<file path="config.mk">
export PLATFORM = sky130hd
export DESIGN_NAME = msx_bus_initiator
export DESIGN_NICKNAME = d
export VERILOG_FILES = /design/src/rtl/msx_bus_initiator.sv
export SDC_FILE = /design/constraint.sdc
export NUM_CORES = 1
export LEC_CHECK = 0
export ABC_CLOCK_PERIOD_IN_PS = 5600
export BUFFER_PORTS_ARGS = -buffer_cell sky130_fd_sc_hd__buf_2
export CORE_MARGIN = 1
export CORE_UTILIZATION = 50
export DETAILED_ROUTE_END_ITERATION = 8
export PLACE_DENSITY = 0.73
export SLEW_MARGIN = 25
export SYNTH_ARGS = -nofsm -noshare
export SYNTH_HDL_FRONTEND = slang
export SYNTH_SLANG_ARGS = --single-unit
</file>
<file path="constraint.sdc">
create_clock -name clk -period 5.6 [get_ports clk]
set_input_delay 0.56 -clock clk [delete_from_list [all_inputs] [get_ports clk]]
set_output_delay 0.56 -clock clk [all_outputs]
set_load 0.05 [all_outputs]
</file>
<file path="src/rtl/msx_bus_initiator.sv">
// Z80-style MSX cartridge bus initiator: turns single requests into T1/T2/TW/T3 bus cycles
// with wait-state handling, primary slot decode and a port-A8h slot register image.
module msx_bus_initiator #(
  parameter int unsigned T_DIV     = 6,
  parameter logic [1:0]  CART_SLOT = 2'd1,
  parameter int unsigned WAIT_MAX  = 255
) (
  input  logic        clk,
  input  logic        reset_n,
  input  logic        cmd_valid,
  output logic        cmd_ready,
  input  logic        cmd_write,
  input  logic        cmd_io,
  input  logic        cmd_m1,
  input  logic [15:0] cmd_addr,
  input  logic [7:0]  cmd_wdata,
  output logic        rsp_valid,
  output logic [7:0]  rsp_rdata,
  output logic        rsp_err,
  output logic [15:0] addr,
  output logic [7:0]  cdout,
  input  logic [7:0]  cdin,
  input  logic        busreq,
  output logic        merq_n,
  output logic        iorq_n,
  output logic        rd_n,
  output logic        wr_n,
  output logic        m1_n,
  output logic        sltsl_n,
  input  logic        wait_n,
  output logic [7:0]  slot_reg
);

  localparam int unsigned CNT_W  = 4;
  localparam int unsigned WCNT_W = 16;

  localparam logic [2:0] S_IDLE = 3'd0;
  localparam logic [2:0] S_T1   = 3'd1;
  localparam logic [2:0] S_T2   = 3'd2;
  localparam logic [2:0] S_TW   = 3'd3;
  localparam logic [2:0] S_T3   = 3'd4;
  localparam logic [2:0] S_DONE = 3'd5;

  logic [2:0]        state_q, state_d;
  logic [CNT_W-1:0]  cnt_q, cnt_d;
  logic [WCNT_W-1:0] wcnt_q, wcnt_d;
  logic              auto_q, auto_d;
  logic              wr_q, wr_d, io_q, io_d, m1_q, m1_d;
  logic [15:0]       adr_q, adr_d;
  logic [7:0]        wdat_q, wdat_d;

  logic              ready_q, ready_d;
  logic              valid_q, valid_d;
  logic              err_q, err_d;
  logic [7:0]        rdata_q, rdata_d;
  logic [15:0]       addr_q, addr_d;
  logic [7:0]        cdout_q, cdout_d;
  logic              merq_q, merq_d, iorq_q, iorq_d, rdn_q, rdn_d, wrn_q, wrn_d;
  logic              m1n_q, m1n_d, sltsl_q, sltsl_d;
  logic [7:0]        slot_q, slot_d;

  logic              last_c, busy_c, strb_c, slot_hit_c;

  // Sequencer: T-state prescaler, wait counting and command latching
  always_comb begin
    state_d = state_q;
    wcnt_d  = wcnt_q;
    auto_d  = auto_q;
    wr_d    = wr_q;
    io_d    = io_q;
    m1_d    = m1_q;
    adr_d   = adr_q;
    wdat_d  = wdat_q;
    slot_d  = slot_q;
    rdata_d = rdata_q;
    err_d   = err_q;
    last_c  = (cnt_q == CNT_W'(T_DIV - 1));
    case (state_q)
      S_IDLE: begin
        if (cmd_valid && ready_q) begin
          wr_d    = cmd_write;
          io_d    = cmd_io;
          m1_d    = cmd_m1;
          adr_d   = cmd_addr;
          wdat_d  = cmd_wdata;
          wcnt_d  = '0;
          auto_d  = 1'b0;
          state_d = S_T1;
        end
      end
      S_T1: begin
        if (last_c) state_d = S_T2;
      end
      S_T2: begin
        if (last_c) begin
          if (io_q) begin
            state_d = S_TW;
            auto_d  = 1'b1;
          end else if (!wait_n) begin
            state_d = S_TW;
            wcnt_d  = wcnt_q + WCNT_W'(1);
          end else begin
            state_d = S_T3;
          end
        end
      end
      S_TW: begin
        if (last_c) begin
          auto_d = 1'b0;
          if (wait_n) begin
            state_d = S_T3;
          end else if (!auto_q && (wcnt_q == WCNT_W'(WAIT_MAX))) begin
            // Wait timeout: end the cycle without a T3
            state_d = S_DONE;
            err_d   = 1'b1;
            rdata_d = 8'hFF;
          end else begin
            state_d = S_TW;
            wcnt_d  = wcnt_q + WCNT_W'(1);
          end
        end
      end
      S_T3: begin
        if (last_c) begin
          state_d = S_DONE;
          err_d   = 1'b0;
          if (!wr_q) rdata_d = busreq ? cdin : 8'hFF;
        end
      end
      S_DONE: begin
        state_d = S_IDLE;
        if (io_q && wr_q && (adr_q[7:0] == 8'hA8)) slot_d = wdat_q;
      end
      default: state_d = S_IDLE;
    endcase
    cnt_d = (last_c || (state_q == S_IDLE) || (state_q == S_DONE)) ? '0 : cnt_q + CNT_W'(1);
  end

  // Bus outputs decoded from the next state so they are registered yet aligned to it
  always_comb begin
    busy_c     = (state_d == S_T1) || (state_d == S_T2) || (state_d == S_TW) || (state_d == S_T3);
    strb_c     = (state_d == S_T2) || (state_d == S_TW) || (state_d == S_T3);
    slot_hit_c = (slot_q[{adr_d[15:14], 1'b0} +: 2] == CART_SLOT);
    ready_d    = (state_d == S_IDLE);
    valid_d    = (state_d == S_DONE);
    addr_d     = busy_c ? adr_d : addr_q;
    cdout_d    = (busy_c && wr_d) ? wdat_d : cdout_q;
    merq_d     = !(strb_c && !io_d);
    iorq_d     = !(strb_c && io_d);
    rdn_d      = !(strb_c && !wr_d);
    wrn_d      = !(strb_c && wr_d);
    m1n_d      = !(busy_c && m1_d && !io_d && !wr_d);
    sltsl_d    = !(strb_c && !io_d && slot_hit_c);
  end

  always_ff @(posedge clk or negedge reset_n) begin
    if (!reset_n) begin
      state_q <= S_IDLE;
      cnt_q   <= '0;
      wcnt_q  <= '0;
      auto_q  <= 1'b0;
      wr_q    <= 1'b0;
      io_q    <= 1'b0;
      m1_q    <= 1'b0;
      adr_q   <= 16'h0000;
      wdat_q  <= 8'h00;
      ready_q <= 1'b0;
      valid_q <= 1'b0;
      err_q   <= 1'b0;
      rdata_q <= 8'hFF;
      addr_q  <= 16'h0000;
      cdout_q <= 8'h00;
      merq_q  <= 1'b1;
      iorq_q  <= 1'b1;
      rdn_q   <= 1'b1;
      wrn_q   <= 1'b1;
      m1n_q   <= 1'b1;
      sltsl_q <= 1'b1;
      slot_q  <= 8'h00;
    end else begin
      state_q <= state_d;
      cnt_q   <= cnt_d;
      wcnt_q  <= wcnt_d;
      auto_q  <= auto_d;
      wr_q    <= wr_d;
      io_q    <= io_d;
      m1_q    <= m1_d;
      adr_q   <= adr_d;
      wdat_q  <= wdat_d;
      ready_q <= ready_d;
      valid_q <= valid_d;
      err_q   <= err_d;
      rdata_q <= rdata_d;
      addr_q  <= addr_d;
      cdout_q <= cdout_d;
      merq_q  <= merq_d;
      iorq_q  <= iorq_d;
      rdn_q   <= rdn_d;
      wrn_q   <= wrn_d;
      m1n_q   <= m1n_d;
      sltsl_q <= sltsl_d;
      slot_q  <= slot_d;
    end
  end

  assign cmd_ready = ready_q;
  assign rsp_valid = valid_q;
  assign rsp_err   = err_q;
  assign rsp_rdata = rdata_q;
  assign addr      = addr_q;
  assign cdout     = cdout_q;
  assign merq_n    = merq_q;
  assign iorq_n    = iorq_q;
  assign rd_n      = rdn_q;
  assign wr_n      = wrn_q;
  assign m1_n      = m1n_q;
  assign sltsl_n   = sltsl_q;
  assign slot_reg  = slot_q;

endmodule

</file>
==> impl_metrics.ini <==
[setup_path]
r2r_slack_ns = 2.72
cp_data_arrival_time_ns = 3.13
crit_slowest_cell = nor2_4
worst-setup-path-type = flip-flop to flip-flop
r2r_start = wcnt_q[12]
reg2reg_depth = 6
cp.required_ns = 5.85
cp-end-kind = flip-flop
critPathMaxStageDelay_ns = 0.58
critPathMaxFanout = 24
startpoint_type = flip-flop
r2r_end = addr[1]
crit_path_cell_trace = or4_4, nor4_4, nand4_2, nor4bb_4, nor2_4, mux2_2

[floorplanning]
dieArea_mm2 = 0.00947
rows = 34
initial_core_util = 0.519
num_io_pins = 89
dieWidth_um = 97.3
die_y_um = 97.3
coreArea_mm2 = 0.00876

[grt]
grt_pass1_wl_mm = 17.0
grt_usage = 0.226
grt_pass1_vias = 3555
antenna_found_initial = 1
grt_max_degree = 58
overflow = 0

[logic_synthesis]
syn-instance-count = 436
synth_area_mm2 = 0.00454
synth.most_common_cell = nand2_1
synthesis.nets = 479
synthTopCellsByCount = 102 x nand2_1, 86 x dfrtp_1, 31 x nor2_1, 23 x a21oi_1, 16 x nand3b_1
synth_top_area_share = 0.474
synth_area_leaders = dfrtp_1 47%, nand2_1 8.4%, dfstp_2 8.1%
yosysWarnings = 0
synthFlopType = dfrtp_1
synth_top_cell_by_area = dfrtp_1
yosys_register_bits = 100
ys_seq_area_frac = 0.555
async_flop_share = 1.00
ys_types = 58
synth-edff-count = 0
synth.avg_cell_area_um2 = 10.4

[outcome]
outcome = finished, final reports clean

[clock_network]
clock-sinks = 100
htree_levels = 3
hold_buffers = 0
clk_latency_ns = 0.37
clk_pin_slew_ns = 0.11
clk_path_buf_depth = 2
cts_root_buffer = clkbuf_8
cts_setup_buffers = 0
cts_tree = built
ctsResizeCount = 0
cts_inserted_buffers = 9

[hold_path]
min_path_type = primary input to async pin

[detailed_routing]
drcViolationCount = 0
drt-total-wl_mm = 10.0
via_per_inst = 5.56
vias = 3516
dr.pass1.iters = 5
first_iter_violations = 151
wire_per_inst_um = 15.8
ant_nets = 0

[timing]
rsz0062_at_grt = no
slew_headroom = 0.467
finalWorstSetupSlack_ns = 2.72
min_period_ns = 2.88
skew_ns = 0.0146
tightestPinTransition_ns = 0.800
fin_setup_tns_ns = 0
finalSetupViolations = 0
fin_crit_sh = 0.514
max_freq_mhz = 347
final-max-slew-violation-count = 0
finalHoldViolCount = 0

[finish]
diodes = 0
synthToLayoutAreaGrowth_pct = 16.1
finalNonFillerCells = 632
multiInputGateArea_mm2 = 0.00190
post-route-util = 0.602
nets = 562
fill_cells = 756
ff_latch_area_mm2 = 0.00252
drive_gt1_frac = 0.281

[power_and_ir_drop]
vdd_drop_max_mv = 0.319
p_leak_nw = 2.56
switching_share = 0.435
clkPwrFrac = 0.180
power.internal_w = 0.00154
p_seq_frac = 0.408
finalPower_w = 0.00272
p_per_area_mw_per_mm2 = 516
power_frac_comb = 0.412
p_switching_w = 0.00118

[placement]
dp.cells = 616
io_buffer_count = 88
place_ws_ns = 2.70
gp_congestion = 0.851
dp_hpwl_mm = 7.16

[flow_run]
cap_viol_max_count = 0
[cells in the final DEF, fill, tap and decap left out, drive strengths merged, types with 2 or more instances in the layout]
master / instances
or3: 10
o211ai: 7
nor3: 4
mux2i: 2
buf: 92
dfstp: 14
nand3b: 17
a21oi: 23
nor2b: 3
a31oi: 4
dfrtp: 86
or4: 2
o21ai: 13
a21o: 2
a211oi: 2
a2bb2oi: 7
o2111ai: 2
nand4: 3
nor3b: 2
xor2: 7
nand3: 8
and4: 2
nand2: 102
clkbuf: 10
nor4: 4
mux2: 26
inv: 11
nand2b: 4
nor2: 32
o21bai: 2
ha: 3
nor4bb: 2
[cells by family after synthesis]
kind of cell / count (synthesis) / synth area share
and+or+nand+nor: 200 / 0.224
muxes: 28 / 0.0697
AOI/OAI and AO/OA: 69 / 0.0994
DFF: 100 / 0.555
adders and majority gates: 3 / 0.00826
buffers and inverters: 28 / 0.0286
xor gates and xnor gates: 8 / 0.0154
[through the flow]
step	hold WS, ns	cell area (µm²)
floorplan	0.264	4540
global placement	0.453	5060
detailed placement	0.462	5060
CTS	0.178	5270
global route	0.206	5280
finish	0.180	5280
[cell type report]
cell class | count | area share
sequential | 100 | 0.478
tap | 108 | 0.0256
inverter | 8 | 0.00569
timing repair buffer | 92 | 0.0896
multi-input combinational | 308 | 0.361
clock inverter | 6 | 0.0147
clock buffer | 10 | 0.0261
[critical path, delay by kind of cell (launching register included)]
family / cells / cell delay (ns)
multiplexers: 1 / 0.41
AND/OR/NAND/NOR: 5 / 1.94
flip-flops: 1 / 0.42
[how the worst max path moves through the flow]
stage	startpoint	to	slack, ns	depth (start not counted)
global placement	cmd_valid	addr[3]	2.75	8
CTS	wcnt_q[12]	addr[1]	2.70	6
global route	cnt_q[1]	wcnt_q[15]	2.45	8
floorplan	wcnt_q[12]	addr[10]	3.18	7
finish	wcnt_q[12]	addr[1]	2.72	6
detailed placement	cmd_valid	addr[1]	2.70	8
[per-layer routing]
metal,vias to the layer above,wire length (µm),global-route usage
met2,98,4930,0.368
met5,-,0,0
met3,10,508,0.0619
met1,1731,4440,0.293
li1,1677,-,-
met4,0,138,0.0747
[power groups by stage]
stage,Clock (W),Combinational (W),Sequential [W]
5_1_grt,0.000530,0.00121,0.00113
6_report,0.000491,0.00112,0.00111
2_1_floorplan,0,0.000571,0.00141
3_5_place_dp,0,0.00113,0.00112
3_3_place_gp,0,0.00110,0.00111
4_1_cts,0.000503,0.00113,0.00111
Note: power is estimated with default switching activity, not from simulation.
